File: config.mk
export PLATFORM = sky130hd
export DESIGN_NAME = pixel_fetch_ctrl
export DESIGN_NICKNAME = d
export VERILOG_FILES = /design/src/rtl/pixel_fetch_ctrl.sv
export SDC_FILE = /design/constraint.sdc
export NUM_CORES = 1
export LEC_CHECK = 0
export BUFFER_PORTS_ARGS = -buffer_cell sky130_fd_sc_hd__buf_2
export CORE_MARGIN = 2
export CORE_UTILIZATION = 55
export CTS_CLUSTER_SIZE = 12
export DETAILED_ROUTE_END_ITERATION = 8
export PLACE_DENSITY_LB_ADDON = 0.15
export RECOVER_POWER = 100
export SLEW_MARGIN = 20
export SYNTH_ARGS = -nofsm -noshare
export SYNTH_HDL_FRONTEND = slang
export SYNTH_SLANG_ARGS = --single-unit
File: constraint.sdc
create_clock -name clk -period 3 [get_ports clk]
set_input_delay 0.3 -clock clk [delete_from_list [all_inputs] [get_ports clk]]
set_output_delay 0.3 -clock clk [all_outputs]
set_load 0.005 [all_outputs]
File: src/rtl/pixel_fetch_ctrl.sv
// pixel_fetch_ctrl: streams one N_PIX-pixel 1-bit image out of block RAM
// to the NN core on a valid/ready stream tagged with index and last flag.
// Ports: clk, rst (async, active-low); start/busy/done image control;
//   mem_en/mem_addr/mem_dout RAM read port (READ_LAT cycle latency);
//   pix_valid/pix_ready/pix_data/pix_idx/pix_last output pixel stream.
module pixel_fetch_ctrl #(
    parameter int N_PIX    = 784,
    parameter int ADDR_W   = 10,
    parameter int READ_LAT = 1,
    parameter int FIFO_DEP = 4
) (
    input  logic              clk,
    input  logic              rst,
    input  logic              start,
    output logic              busy,
    output logic              done,
    output logic              mem_en,
    output logic [ADDR_W-1:0] mem_addr,
    input  logic              mem_dout,
    output logic              pix_valid,
    input  logic              pix_ready,
    output logic              pix_data,
    output logic [ADDR_W-1:0] pix_idx,
    output logic              pix_last
);
    // The FIFO is the registered head (pix_*) plus BODY entries behind it.
    localparam int BODY = FIFO_DEP - 1;
    localparam int PW   = (BODY > 1) ? $clog2(BODY) : 1;
    localparam int BW   = $clog2(BODY + 1);
    localparam int CW   = $clog2(FIFO_DEP + READ_LAT + 2);
    localparam logic [ADDR_W-1:0] LAST = ADDR_W'(N_PIX - 1);

    typedef enum logic [1:0] {S_IDLE, S_FETCH, S_DRAIN, S_DONE} state_t;

    state_t              state;
    logic [ADDR_W-1:0]   issue_cnt;
    logic [READ_LAT-1:0] pv;
    logic [ADDR_W-1:0]   ptag [READ_LAT];
    logic                body_dat [BODY];
    logic [ADDR_W-1:0]   body_idx [BODY];
    logic [PW-1:0]       rd_ptr;
    logic [PW-1:0]       wr_ptr;
    logic [BW-1:0]       body_cnt;
    logic [CW-1:0]       occ;
    logic                pop;
    logic                push;
    logic                load;
    logic                b_pop;
    logic                b_push;
    logic                credit;

    function automatic logic [PW-1:0] nxt(input logic [PW-1:0] p);
        return (p == PW'(BODY - 1)) ? '0 : p + 1'b1;
    endfunction

    assign pop    = pix_valid & pix_ready;
    assign push   = pv[READ_LAT-1];
    assign load   = ~pix_valid | pop;
    assign b_pop  = load & (body_cnt != '0);
    // An arriving pixel skips the body when the head is being refilled
    // and nothing older is waiting.
    assign b_push = push & ~(load & (body_cnt == '0));

    // Everything issued but not yet popped: current read, reads in the
    // RAM pipeline, and FIFO contents. A pop this cycle frees a slot.
    always_comb begin
        occ = CW'(pix_valid) + CW'(body_cnt) + CW'(mem_en);
        for (int i = 0; i < READ_LAT; i++) begin
            occ = occ + CW'(pv[i]);
        end
        credit = occ < (CW'(FIFO_DEP) + CW'(pop));
    end

    always_ff @(posedge clk or negedge rst) begin
        if (!rst) begin
            state     <= S_IDLE;
            issue_cnt <= '0;
            busy      <= 1'b0;
            done      <= 1'b0;
            mem_en    <= 1'b0;
            mem_addr  <= '0;
        end else begin
            done   <= 1'b0;
            mem_en <= 1'b0;
            unique case (state)
                S_IDLE, S_DONE: begin
                    if (start) begin
                        busy      <= 1'b1;
                        mem_en    <= 1'b1;
                        mem_addr  <= '0;
                        issue_cnt <= (N_PIX > 1) ? ADDR_W'(1) : '0;
                        state     <= (N_PIX > 1) ? S_FETCH : S_DRAIN;
                    end else begin
                        state <= S_IDLE;
                    end
                end
                S_FETCH: begin
                    if (credit) begin
                        mem_en   <= 1'b1;
                        mem_addr <= issue_cnt;
                        if (issue_cnt == LAST) begin
                            state <= S_DRAIN;
                        end else begin
                            issue_cnt <= issue_cnt + 1'b1;
                        end
                    end
                end
                S_DRAIN: begin
                    if (pop && pix_last) begin
                        state <= S_DONE;
                        done  <= 1'b1;
                        busy  <= 1'b0;
                    end
                end
                default: state <= S_IDLE;
            endcase
        end
    end

    always_ff @(posedge clk or negedge rst) begin
        if (!rst) begin
            pv        <= '0;
            rd_ptr    <= '0;
            wr_ptr    <= '0;
            body_cnt  <= '0;
            pix_valid <= 1'b0;
            pix_data  <= 1'b0;
            pix_idx   <= '0;
            pix_last  <= 1'b0;
            for (int i = 0; i < READ_LAT; i++) begin
                ptag[i] <= '0;
            end
            for (int i = 0; i < BODY; i++) begin
                body_dat[i] <= 1'b0;
                body_idx[i] <= '0;
            end
        end else begin
            pv[0]   <= mem_en;
            ptag[0] <= mem_addr;
            for (int i = 1; i < READ_LAT; i++) begin
                pv[i]   <= pv[i-1];
                ptag[i] <= ptag[i-1];
            end
            if (b_push) begin
                body_dat[wr_ptr] <= mem_dout;
                body_idx[wr_ptr] <= ptag[READ_LAT-1];
                wr_ptr           <= nxt(wr_ptr);
            end
            if (b_pop) begin
                rd_ptr <= nxt(rd_ptr);
            end
            unique case ({b_push, b_pop})
                2'b10:   body_cnt <= body_cnt + 1'b1;
                2'b01:   body_cnt <= body_cnt - 1'b1;
                default: body_cnt <= body_cnt;
            endcase
            if (load) begin
                if (b_pop) begin
                    pix_valid <= 1'b1;
                    pix_data  <= body_dat[rd_ptr];
                    pix_idx   <= body_idx[rd_ptr];
                    pix_last  <= body_idx[rd_ptr] == LAST;
                end else if (push) begin
                    pix_valid <= 1'b1;
                    pix_data  <= mem_dout;
                    pix_idx   <= ptag[READ_LAT-1];
                    pix_last  <= ptag[READ_LAT-1] == LAST;
                end else begin
                    pix_valid <= 1'b0;
                end
            end
        end
    end
endmodule
==> results.ini, run 1 <==
[run_status]
status = complete, but fails checks
violations = max-capacitance violations, max-slew violations

[finish]
drive_above_1_share_pct = 20.6
layout.nets = 371
fin_cells = 463
final_util_pct = 61.3
nFillCells = 635
final_area_mm2 = 0.00438
syn_to_final_growth_pct = 9.45
num_antenna_cells = 0

[floorplanning]
core_mm2 = 0.00714
dieHeight_um = 89.3
die-area_mm2 = 0.00797
num_rows = 31
num_io_pins = 31
die_width_um = 89.3
initial_core_util_pct = 56.0

[sta]
max_slew_margin_pct = -42.7
skew_ns = 0.00726
post-route-min-period_ns = 2.79
max_freq_mhz = 359
tightest_slew_ns = 2.14
post-route-period-util_pct = 92.9
setup_viol = 0
worst_slack_ns = 0.214
final.setup.tns_ns = 0
hold_slack_ns = 0.224
rsz0062_at_grt = no
final_hold_viol_count = 0
slew_viol_final = 42

[synthesis]
synth_common_cells = dfrtp_1 (88), nand2_1 (42), mux2_2 (29), o21ai_0 (24), mux2i_1 (19)
yosys-top-cells-area = dfrtp_1 (55%), mux2_2 (8.2%), mux2i_1 (4.8%), mux2_4 (4.5%), nand2_1 (3.9%)
yosys_register_bits = 88
yosys_warnings = 0
synth.largest_area_cell = dfrtp_1
yosysSeqAreaShare_pct = 55.1
synthArstFlopShare_pct = 100
synth_area_mm2 = 0.00400
yosysTopAreaCellShare_pct = 55.1
syn_inst = 325
synth_flop_cell = dfrtp_1
synth_fp_nets = 337
syn_area_per_cell_um2 = 12.3
synth.most_common_cell = dfrtp_1
ys_types = 46
synth_edf_count = 0

[global_route]
grt_first_pass_wirelength_um = 12200
grt_pass1_vias = 2412
grt_antenna_before_repair = 0
grt_max_degree = 42
grt_use_total_pct = 20.5
grt_overflow = 0

[power]
powerDensity_mw_per_mm2 = 833
power_mw = 3.65
p_leak_nw = 2.04
vdd_ir_drop_max_mv = 0.616

[route]
vias = 2554
drc = 0
drt-initial-drc-count = 93
viasPerCell = 5.52
drt_wl_total_um = 7390
firstDrtPassIters = 4
routedWlPerCell_um = 16.0
ant_nets = 0

[placed_design]
placed_area_mm2 = 0.00423
gp_congestion = 0.811
hpwl_um = 5100
dp.cells = 446
place_ws_ns = 0.168
port_buffers = 30

[setup_path]
cp_data_required_time_ns = 3.28
crit_top_cell = fa_1
path_class = reg2reg
crit_fanout = 16
end_kind = register
crit_arrival_ns = 3.07
critPathLaunchType = register
cpMaxStageDelayCell = or4_1
cpPeakStageDelay_ns = 0.52
cp_cell_sequence = fa_1, ha_1, fa_1, nand4bb_1, nand2_2, a21boi_4, or4_1, a21oi_1

[hold_path]
hold_path_class = in2reg

[cts]
clock_sinks = 88
cts_buffers = 9
cts_tree = yes
clock-root-buffer = clkbuf_8
clk_path_buf_depth = 2
clk_transition_reported_paths_ns = 0.09
clock_latency_ns = 0.35
htree_levels = 3

[job]
cap_violations = 1

==> final cells by class <==
class	count	area, µm²	area share (%)
Sequential cell	88	2200	50.3
Inverter	4	15.0	0.343
Timing Repair Buffer	39	199	4.55
Clock inverter	4	51.3	1.17
Multi-Input combinational cell	217	1620	37.0
Clock buffer	12	165	3.77
Tap cell	99	124	2.83
==> kinds of logic (layout without fill, tap and decap cells) <==
group                      Yosys count  count (layout)  share of synthesized area, %
adders and majority gates            7               7                          2.57
and+or+nand+nor                     83              83                          10.6
xor gates and xnor gates             3               3                         0.657
muxes                               60              60                          17.4
buffers and inverters               20              59                          2.94
DFF                                 88              88                          55.1
AOI/OAI and AO/OA                   64              64                          10.7
==> timing repair <==
| action | in CTS | in global routing |
|---|---|---|
| setup endpoints to repair | 0 | 6 |
| setup buffers | 0 | 0 |
| resized for setup | 0 | 2 |
| hold endpoints to repair | 39 | 0 |
| hold buffers | 1 | 0 |
==> cells in the final DEF (no fill, tap or decap), types with 4 or more instances in the layout <==
cell	synthesis	routed
mux2_2	29	28
o21ai_0	24	25
nor2_1	9	10
nand3_1	6	6
mux2i_1	19	19
clkbuf_1	5	15
mux2_1	0	11
clkbuf_8	0	12
buf_4	4	7
dfrtp_1	88	88
a21oi_1	12	12
o2bb2ai_1	8	8
buf_2	4	16
ha_1	5	5
or4_1	7	7
inv_1	4	4
nand2_1	42	41
o31ai_1	7	7
==> sequential cells by signal, indices dropped and copies added (netlist names) <==
name / flops
body_idx: 30
issue_cnt: 10
mem_addr: 10
pix_idx: 10
ptag: 10
body_dat: 3
body_cnt: 2
rd_ptr: 2
state: 2
wr_ptr: 2
busy: 1
done: 1
mem_en: 1
pix_data: 1
pix_last: 1
pix_valid: 1
push: 1
==> worst max-delay path: cells and delay by family (launching register included) <==
family                   cells  cell delay [ns]
AO/OA/AOI/OAI                2             0.27
AND/OR/NAND/NOR              3             0.89
flip-flops                   1             0.44
adder cells (fa/ha/maj)      3             1.12
==> final timing paths <==
path	from	endpoint	slack, ns	cells past startpoint
min in group asynchronous	rst	body_idx[22]	1.11	2
setup reg to reg	pix_valid	issue_cnt[9]	0.21	8
hold / removal	mem_dout	body_dat[0]	0.22	2
hold reg to reg	mem_addr[5]	ptag[5]	0.41	0
setup / recovery	pix_valid	issue_cnt[9]	0.21	8
max in group asynchronous	rst	ptag[8]	0.60	3
==> routing by layer <==
metal / track usage [%] / up-vias / part of all wire, %
met1: 28.3 / 1276 / 48
li1: - / 1233 / -
met2: 32.2 / 38 / 47
met4: 5.16 / 0 / 1.1
met3: 6.00 / 7 / 3.2
met5: 0 / - / 0
==> where the power goes <==
| part | switching [mW] | internal, mW |
|---|---|---|
| clock | 0.408 | 0.453 |
| sequential | 0.178 | 1.39 |
| combinational | 0.692 | 0.529 |
Note: power is estimated with default switching activity, not from simulation.
==> run 2: changes to the inputs <==
--- a/config.mk
+++ b/config.mk
@@ -6,13 +6,16 @@
 export NUM_CORES = 1
 export LEC_CHECK = 0
 export BUFFER_PORTS_ARGS = -buffer_cell sky130_fd_sc_hd__buf_2
+export CELL_PAD_IN_SITES_DETAIL_PLACEMENT = 1
+export CELL_PAD_IN_SITES_GLOBAL_PLACEMENT = 1
 export CORE_MARGIN = 2
-export CORE_UTILIZATION = 55
+export CORE_UTILIZATION = 48
 export CTS_CLUSTER_SIZE = 12
 export DETAILED_ROUTE_END_ITERATION = 8
+export GPL_TIMING_DRIVEN = 0
 export PLACE_DENSITY_LB_ADDON = 0.15
 export RECOVER_POWER = 100
-export SLEW_MARGIN = 20
+export SLEW_MARGIN = 0
 export SYNTH_ARGS = -nofsm -noshare
 export SYNTH_HDL_FRONTEND = slang
 export SYNTH_SLANG_ARGS = --single-unit
==> run 2 against run 1 <==
- the run still ends with max-capacitance violations, max-slew violations left
- register-to-register slack got worse by 0.06 ns
- maximum frequency decreased by 2.2%
- core utilization is 5.6 points lower
- sequential power about the same
- clock-buffer cell count is 2 lower
- sequential cell count unchanged
- first-iteration DRC count decreased by 11%
- combinational power rose by 20%
==> results.ini, run 2 (synthesized netlist as in run 1, its figures left out) <==
[floorplanning]
dieHeight_um = 95.3  ; was 89.3 µm
die_width_um = 95.3  ; was 89.3 µm
core_mm2 = 0.00813  ; was 0.00714 mm²
num_io_pins = 31  ; unchanged
num_rows = 33  ; was 31
initial_core_util_pct = 49.1  ; was 56.0%
die-area_mm2 = 0.00907  ; was 0.00797 mm²

[setup_path]
critPathLaunchType = register  ; unchanged
cp_data_required_time_ns = 3.28  ; about the same
path_class = reg2reg  ; unchanged
r2r-start = pix_valid  ; unchanged
r2r_slack_ns = 0.15  ; was 0.21 ns
worstRegToRegCells = 9  ; was 8
crit_arrival_ns = 3.13  ; was 3.07 ns
crit_fanout = 10  ; was 16
end_kind = register  ; unchanged
r2r_end = issue_cnt[4]  ; was issue_cnt[9]

[run_status]
violations = max-capacitance violations, max-slew violations  ; unchanged
status = complete, but fails checks  ; unchanged

[power]
vdd_ir_drop_max_mv = 0.480  ; was 0.616 mV
p_leak_nw = 2.11  ; was 2.04 nW
powerDensity_mw_per_mm2 = 863  ; was 833 mW/mm²

[job]
cap_violations = 1  ; unchanged

[finish]
nFillCells = 863  ; was 635
largest_reg_flops = 30  ; unchanged
drive_above_1_share_pct = 25.8  ; was 20.6%
num_antenna_cells = 0  ; unchanged
layout.nets = 381  ; was 371
final_common_cell = dfrtp_1  ; unchanged
syn_to_final_growth_pct = 13.4  ; was 9.45%
final_util_pct = 55.7  ; was 61.3%
final_cell_mix = dfrtp_1 (86), nand2_1 (41), mux2_2 (29)  ; was dfrtp_1 (88), nand2_1 (41), mux2_2 (28)
regMostFlops = body_idx  ; unchanged

[placed_design]
gp_congestion = 0.823  ; was 0.811
hpwl_um = 6270  ; was 5100 µm
port_buffers = 30  ; unchanged

[global_route]
grt_first_pass_wirelength_um = 14900  ; was 12200 µm
grt_antenna_before_repair = 0  ; unchanged
grt_use_total_pct = 21.9  ; was 20.5%
grt_pass1_vias = 2889  ; was 2412
grt_max_degree = 53  ; was 42
grt_overflow = 0  ; unchanged

[sta]
tightest_slew_ns = 2.10  ; was 2.14 ns
post-route-period-util_pct = 95.0  ; was 92.9%
max_freq_mhz = 351  ; was 359 MHz
final_hold_viol_count = 0  ; unchanged
max_slew_margin_pct = -40.0  ; was -42.7%
final.setup.tns_ns = 0  ; unchanged
setup_viol = 0  ; unchanged
slew_viol_final = 37  ; was 42
post-route-min-period_ns = 2.85  ; was 2.79 ns
skew_ns = 0.00873  ; was 0.00726 ns
rsz0062_at_grt = no  ; unchanged

[route]
vias = 2675  ; was 2554
drt-initial-drc-count = 83  ; was 93
firstDrtPassIters = 4  ; unchanged
ant_nets = 0  ; unchanged
viasPerCell = 5.61  ; was 5.52
drt_wl_total_um = 8910  ; was 7390 µm
drc = 0  ; unchanged
routedWlPerCell_um = 18.7  ; was 16.0 µm

[cts]
cts_buffers = 9  ; unchanged
clock_sinks = 88  ; unchanged
clock_latency_ns = 0.36  ; was 0.35 ns
clk_transition_reported_paths_ns = 0.09  ; about the same
cts_tree = yes  ; unchanged
clk_path_buf_depth = 2  ; unchanged
htree_levels = 3  ; unchanged
clock-root-buffer = clkbuf_8  ; unchanged

[hold_path]
min_path_cells = 2  ; unchanged
hold_path_class = in2reg  ; unchanged
min_from = mem_dout  ; unchanged
min_to = body_dat[0]  ; unchanged

==> run 2: worst max-delay path: stages, from the launching register on <==
cell	delay, ns
dfrtp_2	0.46
fa_1	0.49
ha_1	0.21
fa_1	0.44
nand4bb_4	0.21
nand2_2	0.12
a21boi_2	0.11
buf_4	0.19
or4_1	0.39
a21oi_1	0.15
==> run 2: worst max-delay path by stage <==
| stage | to | startpoint | slack [ns] | cells past startpoint |
|---|---|---|---|---|
| floorplan | issue_cnt[4] | pix_valid | 0.36 | 9 |
| global placement | issue_cnt[4] | pix_valid | 0.17 | 9 |
| detailed placement | issue_cnt[4] | pix_valid | 0.04 | 9 |
| CTS | issue_cnt[4] | pix_valid | 0.03 | 9 |
| global route | issue_cnt[4] | pix_valid | 0.001 | 9 |
| finish | issue_cnt[4] | pix_valid | 0.15 | 9 |
==> run 2: per-stage QoR <==
stage                     cell area [µm²]  power, mW  std cells  worst slack (ns)  hold slack [ns]
after floorplan                      4000       2.57        325             0.363          0.00441
after global placement               4280       2.91        460             0.167            0.390
after detailed placement             4310       3.00        461            0.0420            0.310
after CTS                            4530       3.90        476            0.0313            0.215
after global routing                 4530       4.18        477          0.000988            0.213
final                                4530       3.91        477             0.151            0.219
==> run 2: area by class of cell <==
cell class	instances	area, µm²	share of cell area, %
repair buffers	33	176	3.89
inverters	4	15.0	0.331
multi-input cells	217	1690	37.4
clock inverters	4	70.1	1.55
plain buffers	16	105	2.32
flip-flops and latches	88	2200	48.6
well taps	105	131	2.90
clock buffers	10	138	3.04
==> run 2: report_power, final <==
group | leakage (nW) | switching [mW] | total, mW | internal (mW)
combinational | 0.820 | 0.815 | 1.46 | 0.643
clock | 0.108 | 0.410 | 0.891 | 0.480
sequential | 1.18 | 0.176 | 1.56 | 1.39
total | 2.11 | 1.40 | 3.91 | 2.51
==> run 2: per-layer routing <==
layer | GRT usage, % | vias up | wire, µm
li1 | - | 1251 | -
met1 | 28.1 | 1382 | 3980
met2 | 37.4 | 28 | 4620
met3 | 2.92 | 14 | 141
met4 | 9.42 | 0 | 162
met5 | 0 | - | 0
==> run 2: what timing repair did <==
item / CTS / global route
hold endpoints to repair: 36 / 0
hold buffers: 1 / 0
setup endpoints to repair: 0 / 7
setup buffers: 0 / 1
gates resized for setup: 0 / 6
==> run 3: changes to the inputs <==
--- a/config.mk
+++ b/config.mk
@@ -13,7 +13,7 @@
 export CTS_CLUSTER_SIZE = 12
 export DETAILED_ROUTE_END_ITERATION = 8
 export GPL_TIMING_DRIVEN = 0
-export PLACE_DENSITY_LB_ADDON = 0.15
+export PLACE_DENSITY_LB_ADDON = 0.1
 export RECOVER_POWER = 100
 export SLEW_MARGIN = 0
 export SYNTH_ARGS = -nofsm -noshare
==> run 3 against run 2 <==
- the run still ends with max-capacitance violations, max-slew violations left
- highest routed layer unchanged
- largest cell class unchanged
- non-clock buffer count decreased by 1
- via count is 0.60% lower
- sequential power barely moved
==> results.ini, run 3 (synthesized netlist as in run 1, its figures left out) <==
[run_status]
status = complete, but fails checks  ; unchanged
violations = max-capacitance violations, max-slew violations  ; unchanged

[global_route]
top_usage_layer = met2  ; unchanged
use_met3_pct = 3.16  ; was 2.92%
met2_usage_pct = 36.9  ; was 37.4%
grt_first_pass_wirelength_um = 15000  ; was 14900 µm
use_met1_pct = 30.1  ; was 28.1%
grt_pass1_vias = 2829  ; was 2889
grt_antenna_before_repair = 0  ; unchanged
grt_use_total_pct = 22.5  ; was 21.9%
grt_overflow = 0  ; unchanged
grt_max_degree = 58  ; was 53

[setup_path]
crit_arrival_ns = 3.16  ; was 3.13 ns
worstRegToRegCells = 9  ; unchanged
crit_fanout = 10  ; unchanged
critPathLaunchType = register  ; unchanged
end_kind = register  ; unchanged
path_class = reg2reg  ; unchanged
cp_data_required_time_ns = 3.28  ; about the same

[finish]
layout.nets = 380  ; was 381
final_common_cell = dfrtp_1  ; unchanged
final_cell_mix = dfrtp_1 (87), nand2_1 (41), clkbuf_1 (29)  ; was dfrtp_1 (86), nand2_1 (41), mux2_2 (29)
largest_reg_flops = 30  ; unchanged
syn_to_final_growth_pct = 11.5  ; was 13.4%
regMostFlops = body_idx  ; unchanged
num_antenna_cells = 0  ; unchanged
drive_above_1_share_pct = 19.1  ; was 25.8%
fin_cells = 477  ; unchanged

[floorplanning]
die-area_mm2 = 0.00907  ; unchanged
die_width_um = 95.3  ; unchanged
num_rows = 33  ; unchanged
dieHeight_um = 95.3  ; unchanged
core_mm2 = 0.00813  ; unchanged
initial_core_util_pct = 49.1  ; unchanged
num_io_pins = 31  ; unchanged

[sta]
max_slew_margin_pct = -26.2  ; was -40.0%
setup_viol = 0  ; unchanged
final_hold_viol_count = 0  ; unchanged
max_freq_mhz = 347  ; was 351 MHz
slew_viol_final = 32  ; was 37
skew_ns = 0.00878  ; was 0.00873 ns
final.setup.tns_ns = 0  ; unchanged
rsz0062_at_grt = no  ; unchanged
tightest_slew_ns = 1.89  ; was 2.10 ns
worst_slack_ns = 0.118  ; was 0.151 ns
post-route-period-util_pct = 96.1  ; was 95.0%
post-route-min-period_ns = 2.88  ; was 2.85 ns

[hold_path]
hold_path_class = in2reg  ; unchanged
min_path_cells = 2  ; unchanged

[route]
vias = 2659  ; was 2675
firstDrtPassIters = 4  ; unchanged
viasPerCell = 5.57  ; was 5.61
ant_nets = 0  ; unchanged
drt_wl_total_um = 8910  ; unchanged
routedWlPerCell_um = 18.7  ; unchanged
drc = 0  ; unchanged
drt-initial-drc-count = 128  ; was 83

[placed_design]
hpwl_um = 6280  ; was 6270 µm
gp_congestion = 0.834  ; was 0.823
port_buffers = 30  ; unchanged
place_ws_ns = 0.0569  ; was 0.0420 ns
dp.cells = 461  ; unchanged

[cts]
cts_tree = yes  ; unchanged
clock-root-buffer = clkbuf_8  ; unchanged
htree_levels = 3  ; unchanged
clock_latency_ns = 0.36  ; about the same
cts_setup_buffers = 0  ; unchanged
cts_buffers = 9  ; unchanged
clk_path_buf_depth = 2  ; unchanged
clock_sinks = 88  ; unchanged
clk_transition_reported_paths_ns = 0.09  ; about the same

[power]
powerDensity_mw_per_mm2 = 878  ; was 863 mW/mm²
p_leak_nw = 2.06  ; was 2.11 nW
vdd_ir_drop_max_mv = 0.526  ; was 0.480 mV

[job]
cap_violations = 1  ; unchanged

## run 3: area by class of cell
cell class                      instances  area, µm²
Buffer                                 16       80.1
Timing Repair Buffer                   32        165
Clock buffer                           12        145
Inverter                                4       15.0
Clock inverter                          3       90.1
Tap cell                              105        131
Sequential cell                        88       2200
Fill cell                             881       3670
Multi-Input combinational cell        217       1630
## run 3: power by group
| part | internal (mW) | switching, mW | total (mW) |
|---|---|---|---|
| sequential | 1.39 | 0.171 | 1.56 |
| combinational | 0.588 | 0.787 | 1.37 |
| clock | 0.573 | 0.412 | 0.986 |
## run 3: final timing paths
| check | startpoint | to | slack (ns) |
|---|---|---|---|
| max | pix_valid | issue_cnt[4] | 0.12 |
| min | mem_dout | body_dat[0] | 0.22 |
| max reg2reg | pix_valid | issue_cnt[4] | 0.12 |
| min reg2reg | mem_addr[7] | ptag[7] | 0.41 |
| max in group asynchronous | rst | pix_valid | 0.77 |
| min in group asynchronous | rst | pix_idx[2] | 1.01 |
## run 3: repair_timing
action | CTS | global route
endpoints found under the hold margin | 31 | 0
setup endpoints to repair | 0 | 2
hold buffers | 1 | 0
resized for setup | 0 | 3
## run 3: layer usage
| layer | routed length [µm] | vias to the layer above |
|---|---|---|
| met2 | 4480 | 32 |
| met5 | 0 | - |
| met4 | 164 | 0 |
| met3 | 179 | 11 |
| met1 | 4080 | 1369 |
| li1 | - | 1247 |
## run 3: per-stage QoR
step / hold WS [ns] / util (%) / power, mW / area [µm²]
after floorplan: 0.00441 / - / 2.57 / 4000
after global placement: 0.388 / 52.6 / 2.92 / 4280
after detailed placement: 0.276 / 53.0 / 3.00 / 4310
after CTS: 0.213 / 56.0 / 4.00 / 4550
after global routing: 0.218 / 54.8 / 4.20 / 4460
final: 0.223 / 54.8 / 3.92 / 4460
## run 3: critical path, cell delays in order (launching register included)
cell and delay, ns:
dfrtp_2 0.46, fa_1 0.47, ha_1 0.20, fa_1 0.45, nand4bb_4 0.22, nand2_2 0.12
a21boi_2 0.10, buf_2 0.20, or4_1 0.41, a21oi_1 0.16
